File: config.mk
export PLATFORM = sky130hd
export DESIGN_NAME = tfe_job_sequencer
export DESIGN_NICKNAME = d
export VERILOG_FILES = /design/src/rtl/tfe_seq_pkg.sv /design/src/rtl/tfe_seq_watchdog.sv /design/src/rtl/tfe_job_sequencer.sv
export SDC_FILE = /design/constraint.sdc
export NUM_CORES = 1
export LEC_CHECK = 0
export BUFFER_PORTS_ARGS = -buffer_cell sky130_fd_sc_hd__buf_4
export CELL_PAD_IN_SITES_DETAIL_PLACEMENT = 1
export CELL_PAD_IN_SITES_GLOBAL_PLACEMENT = 2
export CORE_ASPECT_RATIO = 0.75
export CORE_MARGIN = 2
export CORE_UTILIZATION = 32
export DETAILED_ROUTE_END_ITERATION = 10
export GPL_TIMING_DRIVEN = 1
export PLACE_DENSITY = 0.81
export SLEW_MARGIN = 5
export SYNTH_ARGS = -nofsm -noshare
export SYNTH_HDL_FRONTEND = slang
export SYNTH_SLANG_ARGS = --single-unit
File: constraint.sdc
create_clock -name clk -period 4.9 [get_ports clk]
set_input_delay 0.245 -clock clk [delete_from_list [all_inputs] [get_ports clk]]
set_output_delay 0.245 -clock clk [all_outputs]
set_load 0.02 [all_outputs]
File: src/rtl/tfe_seq_pkg.sv
// Shared types and constants for the TensorFlowE job sequencer.
// Optional stall timeout enabled by defining TFE_SEQ_TIMEOUT_EN.
package tfe_seq_pkg;

  localparam int CORE_W    = 8;
  localparam int LEN_W_DEF = 4;

  typedef enum logic [2:0] {
    S_IDLE,
    S_CLEAR,
    S_LOAD,
    S_READ,
    S_ACC,
    S_OUT,
    S_CAPT,
    S_HOLD
  } state_e;

endpackage

File: src/rtl/tfe_seq_watchdog.sv
// Stall counter for the job sequencer; expire fires on the
// TIMEOUT_CYC-th consecutive stalled cycle (used with TFE_SEQ_TIMEOUT_EN).
module tfe_seq_watchdog
  import tfe_seq_pkg::*;
#(
  parameter int unsigned TIMEOUT_CYC = 255
) (
  input  logic clk,
  input  logic rst_n,
  input  logic stall,
  output logic expire
);

  localparam int CW = $clog2(TIMEOUT_CYC + 1);

  logic [CW-1:0] cnt_q, cnt_d;

  assign expire = stall && (cnt_q == CW'(TIMEOUT_CYC - 1));

  always_comb begin
    cnt_d = '0;
    if (stall && !expire) cnt_d = cnt_q + 1'b1;
  end

  always_ff @(posedge clk or negedge rst_n) begin
    if (!rst_n) cnt_q <= '0;
    else        cnt_q <= cnt_d;
  end

endmodule

File: src/rtl/tfe_job_sequencer.sv
// Sequences one dot-product job through the TensorFlowE core.
// Define TFE_SEQ_TIMEOUT_EN to abort jobs that stall too long.
module tfe_job_sequencer
  import tfe_seq_pkg::*;
#(
  parameter int          LEN_W       = LEN_W_DEF,
  parameter int unsigned TIMEOUT_CYC = 255
) (
  input  logic              clk,
  input  logic              rts,
  input  logic              start,
  input  logic [LEN_W-1:0]  vec_len,
  output logic              busy,
  input  logic              in_valid,
  output logic              in_ready,
  input  logic [CORE_W-1:0] in_data,
  output logic              res_valid,
  input  logic              res_ready,
  output logic [CORE_W-1:0] res_data,
  output logic              done,
  output logic              err,
  output logic [CORE_W-1:0] core_datos_in,
  output logic              core_ena_write,
  output logic              core_ena_read,
  output logic              core_clear,
  output logic              core_enable_accu,
  output logic              core_ena_out,
  input  logic [CORE_W-1:0] core_datos_out
);

  state_e            state_q, state_d;
  logic [LEN_W-1:0]  len_q, len_d;
  logic [LEN_W:0]    cnt_q, cnt_d;
  logic [CORE_W-1:0] res_data_q, res_data_d;
  logic              abort_q, abort_d;
  logic              busy_q, busy_d;
  logic              in_ready_q, in_ready_d;
  logic              clear_q, clear_d;
  logic              read_q, read_d;
  logic              accu_q, accu_d;
  logic              out_q, out_d;
  logic              rv_q, rv_d;
  logic              done_q, done_d;
  logic              err_q, err_d;
  logic              wd_expire;

`ifdef TFE_SEQ_TIMEOUT_EN
  logic wd_stall;

  assign wd_stall = (state_q == S_LOAD && !in_valid) ||
                    (state_q == S_HOLD && !res_ready);

  tfe_seq_watchdog #(
    .TIMEOUT_CYC(TIMEOUT_CYC)
  ) u_wd (
    .clk   (clk),
    .rst_n (rts),
    .stall (wd_stall),
    .expire(wd_expire)
  );
`else
  assign wd_expire = 1'b0;
`endif

  assign busy             = busy_q;
  assign in_ready         = in_ready_q;
  assign res_valid        = rv_q;
  assign res_data         = res_data_q;
  assign done             = done_q;
  assign err              = err_q;
  assign core_clear       = clear_q;
  assign core_ena_read    = read_q;
  assign core_enable_accu = accu_q;
  assign core_ena_out     = out_q;
  assign core_ena_write   = in_ready_q & in_valid;
  assign core_datos_in    = in_ready_q ? in_data : '0;

  always_comb begin
    state_d    = state_q;
    len_d      = len_q;
    cnt_d      = cnt_q;
    res_data_d = res_data_q;
    abort_d    = abort_q;
    done_d     = 1'b0;
    err_d      = 1'b0;
    unique case (state_q)
      S_IDLE: begin
        if (start && vec_len != '0) begin
          len_d   = vec_len;
          cnt_d   = '0;
          abort_d = 1'b0;
          state_d = S_CLEAR;
        end else if (start) begin
          done_d = 1'b1;
          err_d  = 1'b1;
        end
      end
      S_CLEAR: begin
        // A clear reached through abort closes the job instead of loading.
        if (abort_q) begin
          abort_d = 1'b0;
          done_d  = 1'b1;
          err_d   = 1'b1;
          state_d = S_IDLE;
        end else begin
          state_d = S_LOAD;
        end
      end
      S_LOAD: begin
        if (in_valid) begin
          cnt_d = cnt_q + 1'b1;
          if (cnt_d == {len_q, 1'b0}) begin
            cnt_d   = '0;
            state_d = S_READ;
          end
        end
      end
      S_READ: state_d = S_ACC;
      S_ACC: begin
        cnt_d   = cnt_q + 1'b1;
        state_d = (cnt_d == {1'b0, len_q}) ? S_OUT : S_READ;
      end
      S_OUT: state_d = S_CAPT;
      S_CAPT: begin
        res_data_d = core_datos_out;
        state_d    = S_HOLD;
      end
      S_HOLD: begin
        if (res_ready) begin
          done_d  = 1'b1;
          state_d = S_IDLE;
        end
      end
      default: state_d = S_IDLE;
    endcase
    if (wd_expire) begin
      abort_d = 1'b1;
      cnt_d   = '0;
      state_d = S_CLEAR;
    end
    busy_d     = (state_d != S_IDLE);
    in_ready_d = (state_d == S_LOAD);
    clear_d    = (state_d == S_CLEAR);
    read_d     = (state_d == S_READ);
    accu_d     = (state_d == S_ACC);
    out_d      = (state_d == S_OUT);
    rv_d       = (state_d == S_HOLD);
  end

  always_ff @(posedge clk or negedge rts) begin
    if (!rts) begin
      state_q    <= S_IDLE;
      len_q      <= '0;
      cnt_q      <= '0;
      res_data_q <= '0;
      abort_q    <= 1'b0;
      busy_q     <= 1'b0;
      in_ready_q <= 1'b0;
      clear_q    <= 1'b0;
      read_q     <= 1'b0;
      accu_q     <= 1'b0;
      out_q      <= 1'b0;
      rv_q       <= 1'b0;
      done_q     <= 1'b0;
      err_q      <= 1'b0;
    end else begin
      state_q    <= state_d;
      len_q      <= len_d;
      cnt_q      <= cnt_d;
      res_data_q <= res_data_d;
      abort_q    <= abort_d;
      busy_q     <= busy_d;
      in_ready_q <= in_ready_d;
      clear_q    <= clear_d;
      read_q     <= read_d;
      accu_q     <= accu_d;
      out_q      <= out_d;
      rv_q       <= rv_d;
      done_q     <= done_d;
      err_q      <= err_d;
    end
  end

endmodule

Yosys cells after proc, flatten, opt, wreduce, memory -nomap -nowiden
Cells that the tools add are included.
{"block": "word_totals", "output_inout_bits": 26, "elab_cells": 62, "reg_bits": 30, "inputBits": 25}
{"block": "classes", "n_eq_ne": 17, "reduce_logical": 9, "mux": 20, "addsub": 1, "bitwise_logic": 1}
{"op": "one-hot mux 3 bit (8 select lines)", "n": 1}
{"op": "== test 3 bit, second input constant", "n": 7}
{"op": "2-to-1 mux 3 bit", "n": 5}
{"op": "2-to-1 mux 5 bit", "n": 3}
{"op": "one-hot mux 5 bit (3 select lines)", "n": 1}
{"op": "== test 3 x 2 -> 1 bit, second input constant", "n": 4}
{"op": "2-to-1 mux 8 bit", "n": 1}
{"op": "== test 3 x 1 -> 1 bit, second input constant", "n": 2}
{"op": "nonzero test 3 bit", "n": 2}
{"op": "adder 5 x 1 -> 5 bit, second input constant", "n": 1}
{"op": "== test 5 x 4 -> 1 bit", "n": 1}
{"op": "== test 5 bit", "n": 1}
{"op": "2-to-1 mux 1 bit", "n": 5}
{"op": "inequality test 2 bit, second input constant", "n": 2}
{"op": "one-hot mux 1 bit (2 select lines)", "n": 2}
{"op": "AND reduction 2 bit", "n": 2}
{"op": "nonzero test 4 bit", "n": 1}
{"op": "logical NOT 3 bit", "n": 1}
{"op": "one-hot mux 1 bit (3 select lines)", "n": 1}
{"op": "AND reduction 3 bit", "n": 1}
{"op": "2-to-1 mux 2 bit", "n": 1}
{"op": "nonzero test 2 bit", "n": 1}
{"op": "AND 1 bit", "n": 1}
{"op": "logical AND 1 bit", "n": 1}

Depth between registers and ports, before layout
{"block": "depth", "word_depth": 6, "ltp_mapped": 7, "mapped_depth_nobuf": 7}

Least setup slack after synthesis
OpenSTA, ideal clock, no wires.
{"block": "synth_path", "path_type": "flip-flop to flip-flop", "start": "register cnt_q[0]", "end": "register cnt_q[2]", "path_buffers": 0, "setup_ns": 0.101, "period_less_slack_ns": 1.760, "path_stages_with_launch": 7, "arrival_time_ns": 1.659, "t_required_ns": 4.799, "slack_ns": 3.140, "path_cell_list": "dfrtp_1 ha_1 xnor3_1 and3_4 a31oi_4 nor2_2 o311ai_2"}
{"block": "synth_via", "elab_chain_cells": 5}
{"element": "from (decl)", "line_no": "tfe_job_sequencer.sv:33", "text": "logic [LEN_W:0] cnt_q, cnt_d;"}
{"element": "from (signal assigned)", "line_no": "tfe_job_sequencer.sv:169", "text": "cnt_q <= cnt_d;"}
{"element": "adder 5 x 1 -> 5 bit *", "line_no": "tfe_job_sequencer.sv:111, tfe_job_sequencer.sv:120"}
{"element": "== test 5 bit", "line_no": "tfe_job_sequencer.sv:112", "text": "if (cnt_d == {len_q, 1'b0}) begin"}
{"element": "2-to-1 mux 5 bit", "line_no": "tfe_job_sequencer.sv:112"}
{"element": "2-to-1 mux 5 bit", "line_no": "tfe_job_sequencer.sv:110", "text": "if (in_valid) begin"}
{"element": "one-hot mux 5 bit (3 select lines) *", "line_no": "tfe_job_sequencer.sv:86", "text": "unique case (state_q)"}
Every way passes the cells marked *; elsewhere a longest branch is shown, timed or not. The select of a mux whose other input is x is not followed.
A chain may end at the register's enable or synchronous reset.

Worst setup path after layout
Ends and elaborated chain as after synthesis.

==> run_results.csv <==
group,metric,value,unit
worst_hold_path,hold_class,"primary input to flip-flop",
global_route,grt_use_total,15.8,%
setup_path,critPathMaxFanout,6,
floorplan,start_util,33.2,%
synth,syn_nets,159,
synth,synthFlopType,"dfrtp_1",
global_route,antenna_found_initial,0,
setup_path,start_kind,"flip-flop",
power,p_int,0.000727,W
synth,syn-instance-count,133,
setup_path,endpoint_kind,"flip-flop",
floorplan,ioPinCount,51,
synth,synth_cell_types,40,
power,powerDensity,608,nW/um^2
status,status,"complete, no violations",
power,switching_share,40.2,%
clock_tree,clock_path_buffers,2,
detailed_routing,drtIter0Drc,40,
clock_tree,root_buffer,"clkbuf_8",
clock_tree,cts_made_buffers,5,
synth,synth_edf_count,0,
detailed_routing,drt-pass1-iter-count,4,
power,max-vdd-ir-drop,0.000261,V
floorplan,die_h,62.9,um
synth,ys_seq_area_share,49.0,%
detailed_routing,route.detailed.drc,0,
timing,finalSetupViolCount,0,
synth,yosys_warnings,0,
power,p_clk_share,15.4,%
global_route,overflow,0,
clock_tree,ctsHtreeMaxLevel,2,
setup_path,slowest_delay,0.44,ns
final_layout,nets,211,
timing,tightest_slew,0.626,ns
clock_tree,cts_sinks,29,
power,leakagePower,0.957,nW
setup_path,worstPathArrival,2.09,ns
detailed_routing,viasPerCell,5.00,
synth,syn_area,1480,um^2
global_route,grt_max_degree,30,
timing,whs,0.199,ns
final_layout,drive_gt1_share,39.2,%
floorplan,coreArea,4470,um^2
run,drv_cap,0,
setup_path,path_cells,"ha_1 -> xnor3_1 -> and3_4 -> a31oi_4 -> nor2_2 -> o311ai_2",
global_route,grt_pass1_vias,1269,
clock_tree,clkTransAtPathRegs,0.06,ns
final_layout,syn2layout_area_growth,34.7,%
clock_tree,cts_setup_buffers,0,
global_route,grt.busiest_layer,"met2",
timing,fin_skew,0.00442,ns
detailed_routing,wl_per_cell,15.3,um
placed_design,place_area,1900,um^2
global_route,use_met1,20.4,%
synth,async_reset_ff_share,100,%
final_layout,ff_latch_area,726,um^2
timing,drv_slew,0,
final_layout,fill_cells,515,
setup_path,cp.required,5.08,ns
synth,synth_area_per_cell,11.1,um^2
detailed_routing,vias,1215,
timing,rsz0062_at_grt,"no",
final_layout,fin_util,44.7,%
timing,fin_crit_sh,39.0,%
global_route,use_met2,24.5,%
final_layout,multi_input_area,712,um^2
global_route,use_met3,3.03,%
final_layout,antenna_cells,0,
timing,slew_headroom,58.0,%
setup_path,crit_slowest_cell,"dfrtp_1",
floorplan,row_count,21,
global_route,grt_pass1_wl,6110,um
timing,final_hold_viol_count,0,
timing,setup_tns,0,ns
power,seq_power_share,36.3,%
placed_design,place_hpwl,2890,um
setup_path,worst-setup-path-type,"flip-flop to flip-flop",
clock_tree,insertion_delay,0.28,ns
floorplan,chipWidth,82.6,um
clock_tree,cts_tree,"yes",
power,power_frac_comb,48.3,%
timing,fmax,0.524,GHz
power,switchingPower,0.000488,W
detailed_routing,totalWireLength,3710,um
placed_design,port_buffers,50,
floorplan,design.die.area,5200,um^2
final_layout,final_area,2000,um^2
detailed_routing,ant_nets,0,
placed_design,gp_congestion,0.799,
timing,fin_crit,1.91,ns
synth,synth-seq-cells,29,
worst max-delay path, delay by kind of cell, from the launching register on:
family	cells	cell delay [ns]
DFF	1	0.44
AOI/OAI and AO/OA	2	0.44
and+or+nand+nor	2	0.27
adders and majority gates	1	0.31
xor gates and xnor gates	1	0.36
through the flow:
stage	instances	setup slack (ns)	total power (W)
finish	243	2.99	0.00121
global placement	234	3.07	0.00101
floorplan	133	3.14	0.000829
global route	243	2.84	0.00130
detailed placement	234	3.01	0.00103
CTS	243	2.98	0.00123
synthesized netlist by cell type (2+ instances only):
cell       n  area share, %
dfrtp_1   29             49
mux2_2    11            8.4
and2_1     9            3.8
nand2_1    8            2.0
o21ai_0    8            2.7
xnor2_1    7            4.1
nor2_1     6            1.5
inv_1      5            1.3
and3_1     4            1.7
a21oi_1    3            1.0
clkbuf_1   3           0.76
nand3_1    3            1.0
xor2_1     3            1.8
a211oi_1   2            1.0
clkbuf_2   2           0.68
nor2b_1    2           0.84
nor3_1     2           0.68
nor4_1     2           0.84
or3_1      2           0.84
xnor3_1    2            3.0
metal layers:
metal | vias up | wire length, um
met5 | - | 0
met4 | 0 | 66
met3 | 4 | 214
met2 | 36 | 1730
met1 | 605 | 1690
li1 | 570 | -
power by group through the flow:
stage	registers [W]	clock network [W]	logic (W)
2_1_floorplan	0.000456	0	0.000373
3_3_place_gp	0.000439	0	0.000570
3_5_place_dp	0.000446	0	0.000588
4_1_cts	0.000442	0.000193	0.000594
5_1_grt	0.000459	0.000208	0.000638
6_report	0.000441	0.000187	0.000586
final cells by class:
| type | count | area share [%] |
|---|---|---|
| flip-flops and latches | 29 | 36.4 |
| multi-input cells | 93 | 35.7 |
| repair buffers | 51 | 19.3 |
| clock buffers | 6 | 3.64 |
| well taps | 57 | 3.57 |
| inverters | 5 | 0.940 |
| clock inverters | 2 | 0.502 |
registers in the layout, indices dropped and copies added (netlist names):
register and flops:
err 1, res_valid 1, state_q 3, in_ready 1, core_ena_out 1, cnt_q 5
core_enable_accu 1, done 1, core_clear 1, busy 1, len_q 4, res_data 8
core_ena_read 1
cells in the final DEF (no fill, tap or decap), types with 2 or more instances in the layout:
cell type  instances
nand3_1            3
xor2_1             3
o21ai_0            8
mux2_2            11
a211oi_1           2
nand2_1            8
nor3_1             2
clkbuf_8           5
xnor3_1            2
or3_1              2
clkinv_2           2
dfrtp_1           29
and3_1             4
buf_4             50
nor2_1             6
nor4_1             2
a21oi_1            3
inv_1              5
nor2b_1            2
and2_1             9
xnor2_1            7
cells by family (layout without fill, tap and decap cells):
kind of cell    count (synthesis)  after routing  share of synthesized area (%)
simple gates                   42             42                           15.5
compound gates                 26             26                           12.8
xor+xnor                       13             13                           10.6
buf+inv                        11             64                           2.96
mux                            11             11                           8.36
fa+ha+maj                       1              1                          0.844
flops                          29             29                           49.0
final timing paths:
check,startpoint,to,slack (ns),cells past startpoint
hold reg to reg,cnt_q[1],cnt_q[1],0.51,2
setup / recovery,cnt_q[0],cnt_q[2],2.99,6
setup reg to reg,cnt_q[0],cnt_q[2],2.99,6
max in group asynchronous,rts,core_ena_read,4.20,2
hold / removal,core_datos_out[5],res_data[5],0.20,2
min in group asynchronous,rts,err,0.43,2
what timing repair did:
item                                   in CTS  in global routing
gates resized for setup                     0                  0
endpoints found under the hold margin      29                  0
hold buffers                                1                  0
No activity file was read; power rests on OpenSTA's default activity.
